===== config.mk =====
export PLATFORM = sky130hd
export DESIGN_NAME = uart_rx_fifo
export DESIGN_NICKNAME = d
export VERILOG_FILES = /design/src/rtl/uart_pkg.sv /design/src/rtl/byte_fifo.sv /design/src/rtl/uart_rx_fifo.sv
export SDC_FILE = /design/constraint.sdc
export NUM_CORES = 1
export LEC_CHECK = 0
export ABC_AREA = 1
export CORE_ASPECT_RATIO = 1.75
export CORE_UTILIZATION = 45
export CTS_CLUSTER_SIZE = 16
export DETAILED_ROUTE_END_ITERATION = 10
export SETUP_SLACK_MARGIN = 0.02
export SLEW_MARGIN = 20
export SYNTH_ARGS = -nofsm -noshare
export SYNTH_HDL_FRONTEND = slang
export SYNTH_SLANG_ARGS = --single-unit

===== constraint.sdc =====
create_clock -name clk -period 3.34 [get_ports clk]
set_clock_uncertainty 0.2 [all_clocks]
set_input_delay 1.002 -clock clk [delete_from_list [all_inputs] [get_ports clk]]
set_output_delay 1.002 -clock clk [all_outputs]
set_load 0.01 [all_outputs]

===== src/rtl/uart_pkg.sv =====
`default_nettype none
// ============================================================================
// Module  : uart_pkg
// Purpose : Shared definitions for the UART receive front end: the receiver
//           state encoding, the data width and the baud divisor function.
// Ports   : none (package)
// Config  : UART_RX_PARITY_EN selects 8E1 framing in uart_rx_fifo; the
//           ST_PARITY encoding is always present so the enum is stable.
// Rev     : 1.0  initial release
// ============================================================================
package uart_pkg;

   localparam int DATA_W = 8;

   typedef enum logic [2:0] {
      ST_IDLE   = 3'd0,
      ST_START  = 3'd1,
      ST_DATA   = 3'd2,
      ST_PARITY = 3'd3,
      ST_STOP   = 3'd4
   } rx_state_t;

   // Clock cycles per bit period (integer division, truncating).
   function automatic int calc_div(input int clk_freq, input int baud);
      return clk_freq / baud;
   endfunction

endpackage
`default_nettype wire


===== src/rtl/byte_fifo.sv =====
`default_nettype none
// ============================================================================
// Module  : byte_fifo
// Purpose : Small first-word-fall-through byte buffer. The head entry is
//           shown combinationally on rd_data; a push into a full FIFO with
//           no concurrent pop is dropped and flagged with a one-cycle ovf.
// Ports   : clk, rst (async, active-high)
//           wr_en / wr_data          - push side
//           rd_data / rd_vld / rd_rdy - FWFT pop side
//           ovf                      - dropped-push pulse (registered)
// Params  : DEPTH - power of two, >= 2
// Rev     : 1.0  initial release
// ============================================================================
module byte_fifo
   import uart_pkg::*;
#(
   parameter int DEPTH = 4
) (
   input  logic              clk,
   input  logic              rst,
   input  logic              wr_en,
   input  logic [DATA_W-1:0] wr_data,
   input  logic              rd_rdy,
   output logic [DATA_W-1:0] rd_data,
   output logic              rd_vld,
   output logic              ovf
);

   localparam int PTR_W = $clog2(DEPTH);
   localparam int CNT_W = PTR_W + 1;
   localparam logic [CNT_W-1:0] FULL_CNT = CNT_W'(DEPTH);

   logic [DATA_W-1:0] mem [DEPTH];
   logic [PTR_W-1:0]  wr_ptr;
   logic [PTR_W-1:0]  rd_ptr;
   logic [CNT_W-1:0]  count;

   logic full;
   logic pop;
   logic wr_ok;

   assign rd_vld  = (count != '0);
   assign full    = (count == FULL_CNT);
   assign pop     = rd_vld && rd_rdy;
   // When full, a simultaneous pop frees the head slot in the same edge;
   // since wr_ptr == rd_ptr then, the new byte lands where the popped one was.
   assign wr_ok   = wr_en && (!full || pop);
   assign rd_data = mem[rd_ptr];

   always_ff @(posedge clk or posedge rst) begin
      if (rst) begin
         for (int i = 0; i < DEPTH; i++) begin
            mem[i] <= '0;
         end
      end else if (wr_ok) begin
         mem[wr_ptr] <= wr_data;
      end
   end

   always_ff @(posedge clk or posedge rst) begin
      if (rst) begin
         wr_ptr <= '0;
         rd_ptr <= '0;
         count  <= '0;
         ovf    <= 1'b0;
      end else begin
         if (wr_ok) begin
            wr_ptr <= wr_ptr + 1'b1;
         end
         if (pop) begin
            rd_ptr <= rd_ptr + 1'b1;
         end
         case ({wr_ok, pop})
            2'b10:   count <= count + 1'b1;
            2'b01:   count <= count - 1'b1;
            default: count <= count;
         endcase
         ovf <= wr_en && full && !pop;
      end
   end

endmodule
`default_nettype wire


===== src/rtl/uart_rx_fifo.sv =====
`default_nettype none
// ============================================================================
// Module  : uart_rx_fifo
// Purpose : UART receive front end. Synchronises rxd, decodes frames by
//           mid-bit sampling and buffers good bytes in a FWFT byte_fifo
//           presented over a valid/ready handshake.
// Ports   : clk, rst (async, active-high)
//           rxd       - raw serial line, idle high, asynchronous
//           dout      - byte at FIFO head
//           dout_vld  - FIFO not empty
//           dout_rdy  - consumer accepts dout this cycle
//           frame_err - one-cycle pulse: bad stop bit (or bad parity)
//           ovf       - one-cycle pulse: good byte dropped, FIFO full
//           busy      - receiver not idle
// Params  : CLK_FREQ (Hz), BAUD, FIFO_DEPTH (power of two, >= 2)
// Config  : define UART_RX_PARITY_EN for 8E1 framing; default is 8N1.
// Rev     : 1.0  initial release
// ============================================================================
module uart_rx_fifo
   import uart_pkg::*;
#(
   parameter int CLK_FREQ   = 100_000_000,
   parameter int BAUD       = 9600,
   parameter int FIFO_DEPTH = 4
) (
   input  logic              clk,
   input  logic              rst,
   input  logic              rxd,
   output logic [DATA_W-1:0] dout,
   output logic              dout_vld,
   input  logic              dout_rdy,
   output logic              frame_err,
   output logic              ovf,
   output logic              busy
);

   localparam int DIV   = calc_div(CLK_FREQ, BAUD);
   localparam int HALF  = DIV / 2;
   localparam int CNT_W = (DIV > 1) ? $clog2(DIV) : 1;
   // The counter is loaded with N-1 and the sample taken when it reads zero,
   // so a load at start detection lands the sample exactly N cycles later.
   localparam logic [CNT_W-1:0] HALF_LD = CNT_W'(HALF - 1);
   localparam logic [CNT_W-1:0] DIV_LD  = CNT_W'(DIV - 1);

   // ---------------------------------------------------------------- sync
   logic sync1;
   logic rxs;
   logic rxs_d;

   always_ff @(posedge clk or posedge rst) begin
      if (rst) begin
         sync1 <= 1'b1;
         rxs   <= 1'b1;
         rxs_d <= 1'b1;
      end else begin
         sync1 <= rxd;
         rxs   <= sync1;
         rxs_d <= rxs;
      end
   end

   // ---------------------------------------------------------------- FSM
   rx_state_t         state;
   rx_state_t         state_nxt;
   logic [CNT_W-1:0]  cnt;
   logic [CNT_W-1:0]  cnt_nxt;
   logic [2:0]        bit_idx;
   logic [2:0]        bit_nxt;
   logic [DATA_W-1:0] shreg;
   logic [DATA_W-1:0] shreg_nxt;
   logic              frame_err_nxt;
   logic              push;
   logic              tick;
   logic              stop_ok;

`ifdef UART_RX_PARITY_EN
   logic par_bad;
   logic par_bad_nxt;

   // Even parity: the nine bits (data + parity) must hold an even count of ones.
   always_ff @(posedge clk or posedge rst) begin
      if (rst) begin
         par_bad <= 1'b0;
      end else begin
         par_bad <= par_bad_nxt;
      end
   end

   assign stop_ok = rxs && !par_bad;
`else
   assign stop_ok = rxs;
`endif

   assign tick = (cnt == '0);

   always_ff @(posedge clk or posedge rst) begin
      if (rst) begin
         state     <= ST_IDLE;
         cnt       <= '0;
         bit_idx   <= '0;
         shreg     <= '0;
         frame_err <= 1'b0;
      end else begin
         state     <= state_nxt;
         cnt       <= cnt_nxt;
         bit_idx   <= bit_nxt;
         shreg     <= shreg_nxt;
         frame_err <= frame_err_nxt;
      end
   end

   always_comb begin
      state_nxt     = state;
      cnt_nxt       = cnt;
      bit_nxt       = bit_idx;
      shreg_nxt     = shreg;
      frame_err_nxt = 1'b0;
      push          = 1'b0;
`ifdef UART_RX_PARITY_EN
      par_bad_nxt   = par_bad;
`endif
      case (state)
         ST_IDLE: begin
            // rxs_d must be high, so a held-low break cannot retrigger.
            if (rxs_d && !rxs) begin
               state_nxt = ST_START;
               cnt_nxt   = HALF_LD;
            end
         end
         ST_START: begin
            if (tick) begin
               if (!rxs) begin
                  state_nxt = ST_DATA;
                  cnt_nxt   = DIV_LD;
                  bit_nxt   = 3'd0;
               end else begin
                  state_nxt = ST_IDLE;
               end
            end else begin
               cnt_nxt = cnt - 1'b1;
            end
         end
         ST_DATA: begin
            if (tick) begin
               shreg_nxt = {rxs, shreg[DATA_W-1:1]};
               cnt_nxt   = DIV_LD;
               bit_nxt   = bit_idx + 3'd1;
               if (bit_idx == 3'd7) begin
`ifdef UART_RX_PARITY_EN
                  state_nxt = ST_PARITY;
`else
                  state_nxt = ST_STOP;
`endif
               end
            end else begin
               cnt_nxt = cnt - 1'b1;
            end
         end
`ifdef UART_RX_PARITY_EN
         ST_PARITY: begin
            if (tick) begin
               par_bad_nxt = ^{shreg, rxs};
               cnt_nxt     = DIV_LD;
               state_nxt   = ST_STOP;
            end else begin
               cnt_nxt = cnt - 1'b1;
            end
         end
`endif
         ST_STOP: begin
            if (tick) begin
               state_nxt = ST_IDLE;
               if (stop_ok) begin
                  push = 1'b1;
               end else begin
                  frame_err_nxt = 1'b1;
               end
            end else begin
               cnt_nxt = cnt - 1'b1;
            end
         end
         default: begin
            state_nxt = ST_IDLE;
         end
      endcase
   end

   assign busy = (state != ST_IDLE);

   // ---------------------------------------------------------------- FIFO
   byte_fifo #(
      .DEPTH (FIFO_DEPTH)
   ) u_fifo (
      .clk     (clk),
      .rst     (rst),
      .wr_en   (push),
      .wr_data (shreg),
      .rd_rdy  (dout_rdy),
      .rd_data (dout),
      .rd_vld  (dout_vld),
      .ovf     (ovf)
   );

endmodule
`default_nettype wire


==> impl_metrics.ini <==
[run_status]
status = finished clean

[power_and_ir_drop]
peakVddDrop_uv = 469
p_leak_nw = 2.26
finalPower_mw = 3.50
power_density_mw_per_mm2 = 808

[clock_network]
cts_buffers = 9
clock_path_buffers = 2
clk_pin_slew_ns = 0.06
post_cts_buffers = 0
insertion_delay_ns = 0.33
cts-root-buf = clkbuf_16
htree_levels = 3
cts_sinks = 72
cts_tree = done

[route]
drc_errors = 0
drtPass1Iterations = 4
viasPerCell = 5.37
wl_um = 8510
antenna_left = 0
drt_first_iter_violations = 247
wl_per_cell_um = 14.6
vias = 3137

[die]
die_x_um = 71.7
fp-row-count = 44
io_pins = 16
fp.dieH_um = 124
coreArea_mm2 = 0.00826
start_util_pct = 46.3
die_area_mm2 = 0.00888

[setup_path]
r2r_slack_ns = 0.70
crit_family = buffers and inverters
reg2reg_depth = 11
cp-end-kind = output pin
worst-path-buf-inv = 2
startpoint = u_fifo.rd_ptr[1]
crit_path_cell_trace = inv_1, o21ai_0, o22ai_1, clkdlybuf4s50_1
worst_path_largest_cell_delay_ns = 0.56
cp.required_ns = 2.14
cp_num_cells = 4
cp_slowest_cell = clkdlybuf4s50_1
startpoint_type = flip-flop
worstSetupEndpoint = dout[1]
crit_fanout = 9
reg2reg_from = cnt[0]
r2r_end = u_fifo.count[1]
setup.worst_path.class = flip-flop to output pin
cp.arrival_ns = 1.94

[timing]
worst_slew_pin_slew_ns = 0.565
slew_violations = 0
worst_slack_ns = 0.193
fin_setup_tns_ns = 0
period_minus_slack_ns = 3.15
setup_viol = 0
timing.final.crit_share_pct = 94.2
hold_violations = 0
fmax_ghz = 0.318
fin_hold_ws_ns = 0.159
grt_setup_unrepaired = no
relSlewSlack_pct = 62.2

[logic_synthesis]
avgSynthCellArea_um2 = 8.06
ys_seq_area_share_pct = 47.2
syn_inst = 474
synth_cell_types = 33
netlist_area_mm2 = 0.00382
yosysWarnings = 0
syn-num-nets = 488
synth-seq-cells = 72

[grt]
grt_pass1_wl_um = 14400
grt_usage_pct = 21.4
grt_overflow_total = 0
grt_pass1_vias = 3056
antenna_found_initial = 0
grt_start_max_net_pins = 73

[worst_hold_path]
min_path_cells = 0
min_path_type = flip-flop to flip-flop

[placement]
dpl.cell_count = 568
place_area_mm2 = 0.00401
dp_slack_ns = 0.313
portBuffers = 15
dpl.hpwl_um = 6080
gp_congestion = 0.847

[finish]
nNetsFinal = 501
diodes = 0
syn_to_final_growth_pct = 13.2
fill_cells = 782
fin_area_mm2 = 0.00433
fin_util_pct = 52.4
drive_gt1_share_pct = 8.13
fin_cells = 584

[job]
maxCapViolations = 0
-- layout make-up --
type / count / area, um^2 / area share (%)
clock buffers: 14 / 284 / 6.56
clock inverters: 2 / 35.0 / 0.809
inverters: 31 / 120 / 2.78
multi-input cells: 351 / 1750 / 40.5
flip-flops and latches: 72 / 1810 / 41.7
well taps: 92 / 115 / 2.66
repair buffers: 22 / 215 / 4.97
-- what timing repair did --
item	CTS	global route
resized for setup	0	1
endpoints found under the setup margin	0	1
hold buffers	0	0
-- state kept, by name, indices dropped and copies added, names as in the netlist --
register,cells
u_fifo.mem,32
cnt,14
shreg,8
bit_idx,3
state,3
u_fifo.count,3
u_fifo.rd_ptr,2
u_fifo.wr_ptr,2
frame_err,1
rxs,1
rxs_d,1
sync1,1
u_fifo.ovf,1
-- layer usage --
layer	global-route usage (%)	routed length [um]	vias up
met5	0	0	-
li1	-	-	1585
met1	21.9	3210	1494
met3	4.69	177	15
met2	40.4	4900	43
met4	10.0	231	0
-- cells in the mapped netlist --
| cell | number | area, um^2 |
|---|---|---|
| nand2_1 | 170 | 638 |
| dfrtp_1 | 69 | 1730 |
| nand4_1 | 36 | 225 |
| nor2_1 | 35 | 131 |
| nand3_1 | 32 | 160 |
| inv_1 | 29 | 109 |
| o21ai_0 | 28 | 140 |
| ha_1 | 9 | 113 |
| o22ai_1 | 9 | 56.3 |
| buf_2 | 6 | 30.0 |
| xor2_1 | 6 | 52.6 |
| clkbuf_1 | 5 | 18.8 |
| a21oi_1 | 4 | 20.0 |
| buf_1 | 3 | 11.3 |
| buf_12 | 3 | 60.1 |
| dfstp_2 | 3 | 78.8 |
| nand3_4 | 3 | 52.6 |
| nand3b_1 | 3 | 22.5 |
| o211ai_1 | 3 | 22.5 |
| inv_2 | 2 | 7.51 |
| nand2_2 | 2 | 12.5 |
| nor2_2 | 2 | 12.5 |
| xnor2_1 | 2 | 17.5 |
| buf_4 | 1 | 7.51 |
| buf_8 | 1 | 15.0 |
| clkbuf_2 | 1 | 5.00 |
| fa_1 | 1 | 20.0 |
| nand2_4 | 1 | 11.3 |
| nor2_4 | 1 | 11.3 |
| nor3_1 | 1 | 5.00 |
| nor3_4 | 1 | 16.3 |
| nor4_1 | 1 | 6.26 |
| or2_2 | 1 | 6.26 |
-- how the worst min path moves through the flow --
stage                     endpoint  start
after floorplan                rxs  sync1
after global placement         rxs  sync1
after detailed placement       rxs  sync1
after CTS                      rxs  sync1
after global routing           rxs  sync1
final                          rxs  sync1
-- layout by cell type (no fill, tap or decap), drive strengths merged, types with 4 or more instances in the layout --
cell type,instances
a21oi,4
buf,7
clkbuf,14
clkdlybuf4s50,15
dfrtp,69
ha,9
inv,30
nand2,173
nand3,35
nand4,36
nor2,38
o21ai,28
o22ai,9
xor2,6
-- kinds of logic (layout without fill, tap and decap cells) --
family | after synthesis | after routing | synth area share, %
compound gates | 44 | 44 | 6.25
xor+xnor | 8 | 8 | 1.83
fa+ha+maj | 10 | 10 | 3.47
buf+inv | 51 | 69 | 6.91
flops | 72 | 72 | 47.2
simple gates | 289 | 289 | 34.3
-- where the power goes --
group          total [mW]  switching (mW)  internal (mW)
Sequential           1.13           0.130          0.996
Clock                1.00           0.345          0.658
Combinational        1.37           0.848          0.519
Note: power is estimated with default switching activity, not from simulation.
